`config.mk`:
```
export PLATFORM = sky130hd
export DESIGN_NAME = shift_latch_ctrl
export DESIGN_NICKNAME = d
export VERILOG_FILES = /design/src/rtl/shift_latch_pkg.sv /design/src/rtl/sipo_shift_reg.sv /design/src/rtl/shift_latch_ctrl.sv
export SDC_FILE = /design/constraint.sdc
export NUM_CORES = 1
export LEC_CHECK = 0
export ABC_AREA = 0
export BUFFER_PORTS_ARGS = -buffer_cell sky130_fd_sc_hd__buf_2
export CAP_MARGIN = 20
export CORE_MARGIN = 2
export CORE_UTILIZATION = 53
export CTS_CLUSTER_SIZE = 14
export DETAILED_ROUTE_END_ITERATION = 12
export GPL_TIMING_DRIVEN = 1
export PLACE_DENSITY = 0.89
export SYNTH_ARGS = -nofsm -noshare
export SYNTH_HDL_FRONTEND = slang
export SYNTH_SLANG_ARGS = --single-unit
export TNS_END_PERCENT = 1
```
`constraint.sdc`:
```
create_clock -name clk -period 3.32 [get_ports clk]
set_clock_uncertainty 0.05 [all_clocks]
set_input_delay 0.83 -clock clk [delete_from_list [all_inputs] [get_ports clk]]
set_output_delay 0.83 -clock clk [all_outputs]
set_load 0.01 [all_outputs]
```
`src/rtl/shift_latch_pkg.sv`:
```
// -----------------------------------------------------------------------------
// shift_latch_pkg
//   Types shared by the serial-to-latch control blocks.
//
//   state_t  : control FSM encoding (IDLE / SHIFT / LATCH)
//   is_busy  : true for the states in which a frame is in progress
// -----------------------------------------------------------------------------
package shift_latch_pkg;

  typedef enum logic [1:0] {
    IDLE  = 2'b00,
    SHIFT = 2'b01,
    LATCH = 2'b10
  } state_t;

  function automatic logic is_busy(input state_t s);
    return (s == SHIFT) || (s == LATCH);
  endfunction

endpackage

```
`src/rtl/sipo_shift_reg.sv`:
```
// -----------------------------------------------------------------------------
// sipo_shift_reg
//   Serial-in / parallel-out shift register.
//
//   Parameters
//     WIDTH     : number of bits held
//     MSB_FIRST : 1 -> shifts left, so the first bit ends in par_out[WIDTH-1]
//                 0 -> shifts right, so the first bit ends in par_out[0]
//   Ports
//     clk       : clock, rising edge
//     rst_n     : asynchronous active-low reset, clears par_out
//     shift_en  : shift sdi in on this edge
//     sdi       : serial data in
//     par_out   : parallel contents
// -----------------------------------------------------------------------------
module sipo_shift_reg #(
  parameter int WIDTH     = 8,
  parameter bit MSB_FIRST = 1'b1
) (
  input  logic             clk,
  input  logic             rst_n,
  input  logic             shift_en,
  input  logic             sdi,
  output logic [WIDTH-1:0] par_out
);

  // NOTE: sequential state is always assigned with <= so every register
  // samples its inputs as they were before the edge.
  always_ff @(posedge clk or negedge rst_n) begin
    if (!rst_n) begin
      par_out <= '0;
    end else if (shift_en) begin
      if (MSB_FIRST) begin
        par_out <= {par_out[WIDTH-2:0], sdi};
      end else begin
        par_out <= {sdi, par_out[WIDTH-1:1]};
      end
    end
  end

endmodule

```
`src/rtl/shift_latch_ctrl.sv`:
```
// -----------------------------------------------------------------------------
// shift_latch_ctrl
//   Collects WIDTH serial bits into a shift register that directly feeds an
//   external transparent latch bank, then pulses the latch enable for one
//   cycle and keeps an internal copy of the latched frame.
//
//   Parameters
//     WIDTH     : bits per frame (2..32)
//     MSB_FIRST : 1 -> first bit lands in d_out[WIDTH-1]; 0 -> in d_out[0]
//   Ports
//     clk    : clock, rising edge
//     rst_n  : asynchronous active-low reset
//     start  : frame request, only looked at in IDLE
//     sdi    : serial data, sampled every edge in SHIFT
//     clr    : synchronous abort back to IDLE (beats start)
//     d_out  : shift-register contents, d bus of the external latch bank
//     en     : one-cycle latch enable
//     q_out  : held copy of the last latched frame
//     busy   : frame in progress (SHIFT or LATCH)
//     done   : one-cycle pulse, coincident with en
//
//   Timing: start sampled on edge E0, bits shifted on E1..E(WIDTH), the LATCH
//   state occupies the following cycle and q_out loads on its closing edge,
//   so en/done are high during the cycle after that edge (WIDTH+1 cycles
//   after E0). The shift register is idle by then, so d_out is stable for
//   the whole en pulse.
// -----------------------------------------------------------------------------
module shift_latch_ctrl
  import shift_latch_pkg::*;
#(
  parameter int WIDTH     = 8,
  parameter bit MSB_FIRST = 1'b1
) (
  input  logic             clk,
  input  logic             rst_n,
  input  logic             start,
  input  logic             sdi,
  input  logic             clr,
  output logic [WIDTH-1:0] d_out,
  output logic             en,
  output logic [WIDTH-1:0] q_out,
  output logic             busy,
  output logic             done
);

  localparam int CNT_W = $clog2(WIDTH);
  localparam logic [CNT_W-1:0] LAST_BIT = CNT_W'(WIDTH - 1);

  state_t           state, state_nxt;
  logic [CNT_W-1:0] bit_cnt, bit_cnt_nxt;
  logic             shift_en;
  logic             q_load;

  sipo_shift_reg #(
    .WIDTH     (WIDTH),
    .MSB_FIRST (MSB_FIRST)
  ) u_sipo (
    .clk      (clk),
    .rst_n    (rst_n),
    .shift_en (shift_en),
    .sdi      (sdi),
    .par_out  (d_out)
  );

  // State, counter and all outputs are registered; the combinational block
  // below only computes their next values.
  always_ff @(posedge clk or negedge rst_n) begin
    if (!rst_n) begin
      state   <= IDLE;
      bit_cnt <= '0;
      q_out   <= '0;
      en      <= 1'b0;
      done    <= 1'b0;
      busy    <= 1'b0;
    end else begin
      state   <= state_nxt;
      bit_cnt <= bit_cnt_nxt;
      en      <= q_load;
      done    <= q_load;
      busy    <= is_busy(state_nxt);
      if (q_load) begin
        q_out <= d_out;
      end
    end
  end

  // NOTE: every signal driven here gets a default first, so no path leaves
  // one unassigned and no latch is inferred.
  always_comb begin
    state_nxt   = state;
    bit_cnt_nxt = bit_cnt;
    shift_en    = 1'b0;
    q_load      = 1'b0;

    if (clr) begin
      // Abort: drop the frame without touching d_out or q_out.
      state_nxt   = IDLE;
      bit_cnt_nxt = '0;
    end else begin
      unique case (state)
        IDLE: begin
          if (start) begin
            state_nxt   = SHIFT;
            bit_cnt_nxt = '0;
          end
        end
        SHIFT: begin
          shift_en = 1'b1;
          if (bit_cnt == LAST_BIT) begin
            // Last bit goes in on this edge; counter parks at 0 so it never
            // exceeds WIDTH-1.
            state_nxt   = LATCH;
            bit_cnt_nxt = '0;
          end else begin
            bit_cnt_nxt = bit_cnt + CNT_W'(1);
          end
        end
        LATCH: begin
          q_load    = 1'b1;
          state_nxt = IDLE;
        end
        default: begin
          state_nxt   = IDLE;
          bit_cnt_nxt = '0;
        end
      endcase
    end
  end

endmodule

```
[Word level (Yosys, flattened, before mapping)]
Index checks and enable logic that the tools add are counted.
Cells by class
  add/subtract/negate cells: 1
  reductions and logical operators: 3
  eq/ne operators: 7
  muxes and demuxes: 12
Operator list (number)
  2-to-1 mux 3 bit: 3
  case mux 3 bit (3 select lines): 1
  2-to-1 mux 2 bit: 3
  equality test 2 x 1 -> 1 bit (second input constant): 2
  equality test 2 bit (second input constant): 2
  2-to-1 mux 1 bit: 4
  case mux 2 bit (2 select lines): 1
  adder 3 x 1 -> 3 bit (second input constant): 1
  equality test 3 bit (second input constant): 1
  != test 3 bit (second input constant): 1
  logical NOT 2 bit: 1
  != test 2 bit (second input constant): 1
  AND reduction 2 bit: 1
  logical OR 1 bit: 1
Word-level totals
  register bits: 23
  word-level logic and storage cells: 29
  input bits: 5
  output and inout bits: 19

[Longest topological paths before layout]
  depth after elaboration: 6
  mapped depth: 5
  depth with buffers taken out: 5

[Cells and area by module]
Synthesis repeated with hierarchy kept, for this count alone.
Second synthesis, totals
  cells, all modules: 64
  area total of the unflattened synthesis: 957.2 um2
By module, submodules not included
  shift_latch_ctrl: area an instance 625.6 um2, cells an instance 47, seq. area each 375.4 um2, instances 1
  sipo_shift_reg: area an instance 331.6 um2, cells an instance 17, seq. area each 200.2 um2, instances 1

[Worst setup path before layout]
No wires, ideal clock.
  kind: input to register
  start point: in clr
  end point: reg q_out[0]
  required time: 3145 ps
  library setup time: 125 ps
  cell stages on the path: 4
  setup slack: 1492 ps
  arrival: 1653 ps
  path buffers: 2
  cells stage by stage: buf_2 > nor3b_1 > buf_4 > mux2_2
On the way
  cells in the longest elaborated chain, start to end: 1
Ends and longest elaborated chain
  start, declared: RTL line shift_latch_ctrl.sv:38  | input logic clr,
  2-to-1 mux 1 bit: RTL line shift_latch_ctrl.sv:95  | if (clr) begin
  via q_load: RTL line shift_latch_ctrl.sv:52  | logic q_load;
  end signal, assigned: RTL line shift_latch_ctrl.sv:82  | q_out <= d_out;
  end, declared: RTL line shift_latch_ctrl.sv:41  | output logic [WIDTH-1:0] q_out,
The timed path passes the listed nets, and every way through them passes these cells.
A chain may end at the register's enable or synchronous reset.

[Worst setup path in the final report]
  start point: reg u_sipo.par_out[4]
  end point: out d_out[4]
RTL lines
  start, declared: RTL line sipo_shift_reg.sv:24  | output logic [WIDTH-1:0] par_out
  start signal, assigned: RTL line sipo_shift_reg.sv:34  | par_out <= {par_out[WIDTH-2:0], sdi};
  start signal, assigned: RTL line sipo_shift_reg.sv:36  | par_out <= {sdi, par_out[WIDTH-1:1]};
  end, declared: RTL line shift_latch_ctrl.sv:39  | output logic [WIDTH-1:0] d_out,
No word-level cell between the ends.

==> out/qor.yml <==
min_period_over_period: 0.530
ctsRootBufferMaster: "clkbuf_4"
rsz0062_at_grt: "no"
cap_violations: 0
dp_hpwl_um: 1010
final_antenna_net_count: 0
synth-seq-cells: 23
p_per_area_mw_per_mm2: 573
ys_seq_area_frac: 0.628
grt_pass1_wl_um: 2220
worstHoldPathType: "in2async"
ys.flop_type: "dfrtp_1"
path_clk_slew_ps: 120
path_class: "reg2out"
placementRows: 15
grt-ovfl-total: 0
die_w_um: 45.6
diodes: 0
critPathTopFamily: "flip-flops"
fin_nets: 96
slew_headroom: 0.678
worst_pin_slew_ps: 483
cts_sinks: 23
hold_buffers: 0
fmax_mhz: 568
grt_max_degree: 24
vias_per_cell: 5.53
die-area_sq_mm: 0.00208
routed-via-count: 581
dr.first_iter.drc_count: 4
critical_path_required_ps: 2440
cts_setup_buffers: 0
synthToLayoutAreaGrowth_pct: 16.5
synth.avg_cell_area_sq_um: 14.6
hold_viol_final: 0
numPortBuffers: 23
htree_levels: 1
clk_latency_ps: 300
drive_gt1_frac: 0.523
holdWs_ps: 422
drv_slew: 0
grt_antenna_before_repair: 0
routabilityCongestion: 0.735
final.min_clock_period_ps: 1760
vdd_drop_max_mv: 0.339
crit_buf_inv: 1
grt_pass1_vias: 484
cp-end-kind: "primary output"
status: "complete, no violations"
timing.setup.tns_ps: 0
synth_cell_types: 19
cp.arrival_ps: 880
ios: 24
grt_use_total: 0.159
initial_utilization: 0.549
tritoncts: "built"
critPathLaunchType: "flop"
clock_path_buffers: 2
syn_inst: 63
crit_chain: "buf_2"
coreArea_sq_mm: 0.00167
cts_resized: 0
dieHeight_um: 45.6
path_max_fanout: 4
leakagePower_nw: 0.568
drcViolationCount: 0
async_flop_share: 1.00
ys_warn_count: 0
cpMaxStageDelayCell: "dfrtp_1"
netlist_area_sq_um: 917
syn_nets: 70
drtPass1Iterations: 4
drt_wl_total_um: 1360
finalSetupViolCount: 0
routedWlPerCell_um: 13.0
synth-edff-count: 0
post-route-util: 0.640
max_stage_delay_ps: 430
cts_made_buffers: 3
-- layout make-up --
type / instances / area (sq um)
inverters: 2 / 7.51
flip-flops and latches: 23 / 576
repair buffers: 24 / 123
multi-input cells: 35 / 314
fillers: 120 / 602
clock inverters: 1 / 5.00
clock buffers: 3 / 22.5
well taps: 17 / 21.3
-- logic make-up (layout without fill, tap and decap cells) --
family / Yosys count / in the layout / share of synthesized area
compound gates: 3 / 3 / 0.0246
mux: 17 / 17 / 0.207
simple gates: 13 / 13 / 0.0832
fa+ha+maj: 2 / 2 / 0.0273
flops: 23 / 23 / 0.628
buf+inv: 5 / 30 / 0.0300
-- cells in the mapped netlist, types with 2 or more instances --
| cell | number | area [sq um] |
|---|---|---|
| dfrtp_1 | 23 | 576 |
| mux2_2 | 16 | 180 |
| nor2_1 | 4 | 15.0 |
| a32oi_1 | 2 | 17.5 |
| buf_4 | 2 | 15.0 |
| ha_1 | 2 | 25.0 |
| nor3_1 | 2 | 10.0 |
-- cell usage in the layout (no fill, tap or decap), drive strengths merged, types with 2 or more instances in the layout --
cell type  instances
mux2              16
clkbuf             3
a32oi              2
ha                 2
nor3               3
buf               24
nor2               4
dfrtp             23
inv                2
-- metal layers --
metal	part of all wire	wire length [um]	global-route usage	up-vias
met3	0.041	56	0.0437	2
met2	0.49	665	0.214	16
li1	-	-	-	276
met4	0.018	24	0.118	0
met5	0	0	0	-
met1	0.45	617	0.216	287
-- worst register-to-register path, cell delays in order (launching register included) --
cell and delay, ps:
dfrtp_1 500, nor3b_1 250, buf_4 220, mux2_2 350
-- through the flow --
step           total power [mW]  setup slack (ps)  instance area (sq um)  cells
2_1_floorplan             0.435              1490                    917     63
3_3_place_gp              0.494              1420                   1040    101
3_5_place_dp              0.499              1340                   1040    101
4_1_cts                   0.620              1550                   1070    105
5_1_grt                   0.650              1500                   1070    105
6_report                  0.613              1560                   1070    105
-- flip-flops by register name, summed over array words and instances, names as in the netlist --
| register | cells |
|---|---|
| busy | 1 |
| q_out | 8 |
| state | 2 |
| done | 1 |
| u_sipo.par_out | 8 |
| bit_cnt | 3 |
-- final timing paths --
| path | startpoint | end | slack (ps) | cells after the start |
|---|---|---|---|---|
| max in group asynchronous | rst_n | bit_cnt[0] | 2470 | 1 |
| hold / removal | rst_n | u_sipo.par_out[7] | 420 | 1 |
| min in group clk | q_out[7] | q_out[7] | 460 | 1 |
| hold reg to reg | q_out[7] | q_out[7] | 460 | 1 |
| setup / recovery | u_sipo.par_out[4] | d_out[4] | 1560 | 1 |
| setup reg to reg | state[1] | q_out[6] | 1850 | 3 |
-- power by group --
group / switching, mW / internal, mW / leakage, nW
logic: 0.0607 / 0.0672 / 0.247
clock network: 0.0761 / 0.0448 / 0.0177
registers: 0.0385 / 0.325 / 0.303
Power figures use the tool's default switching activity.
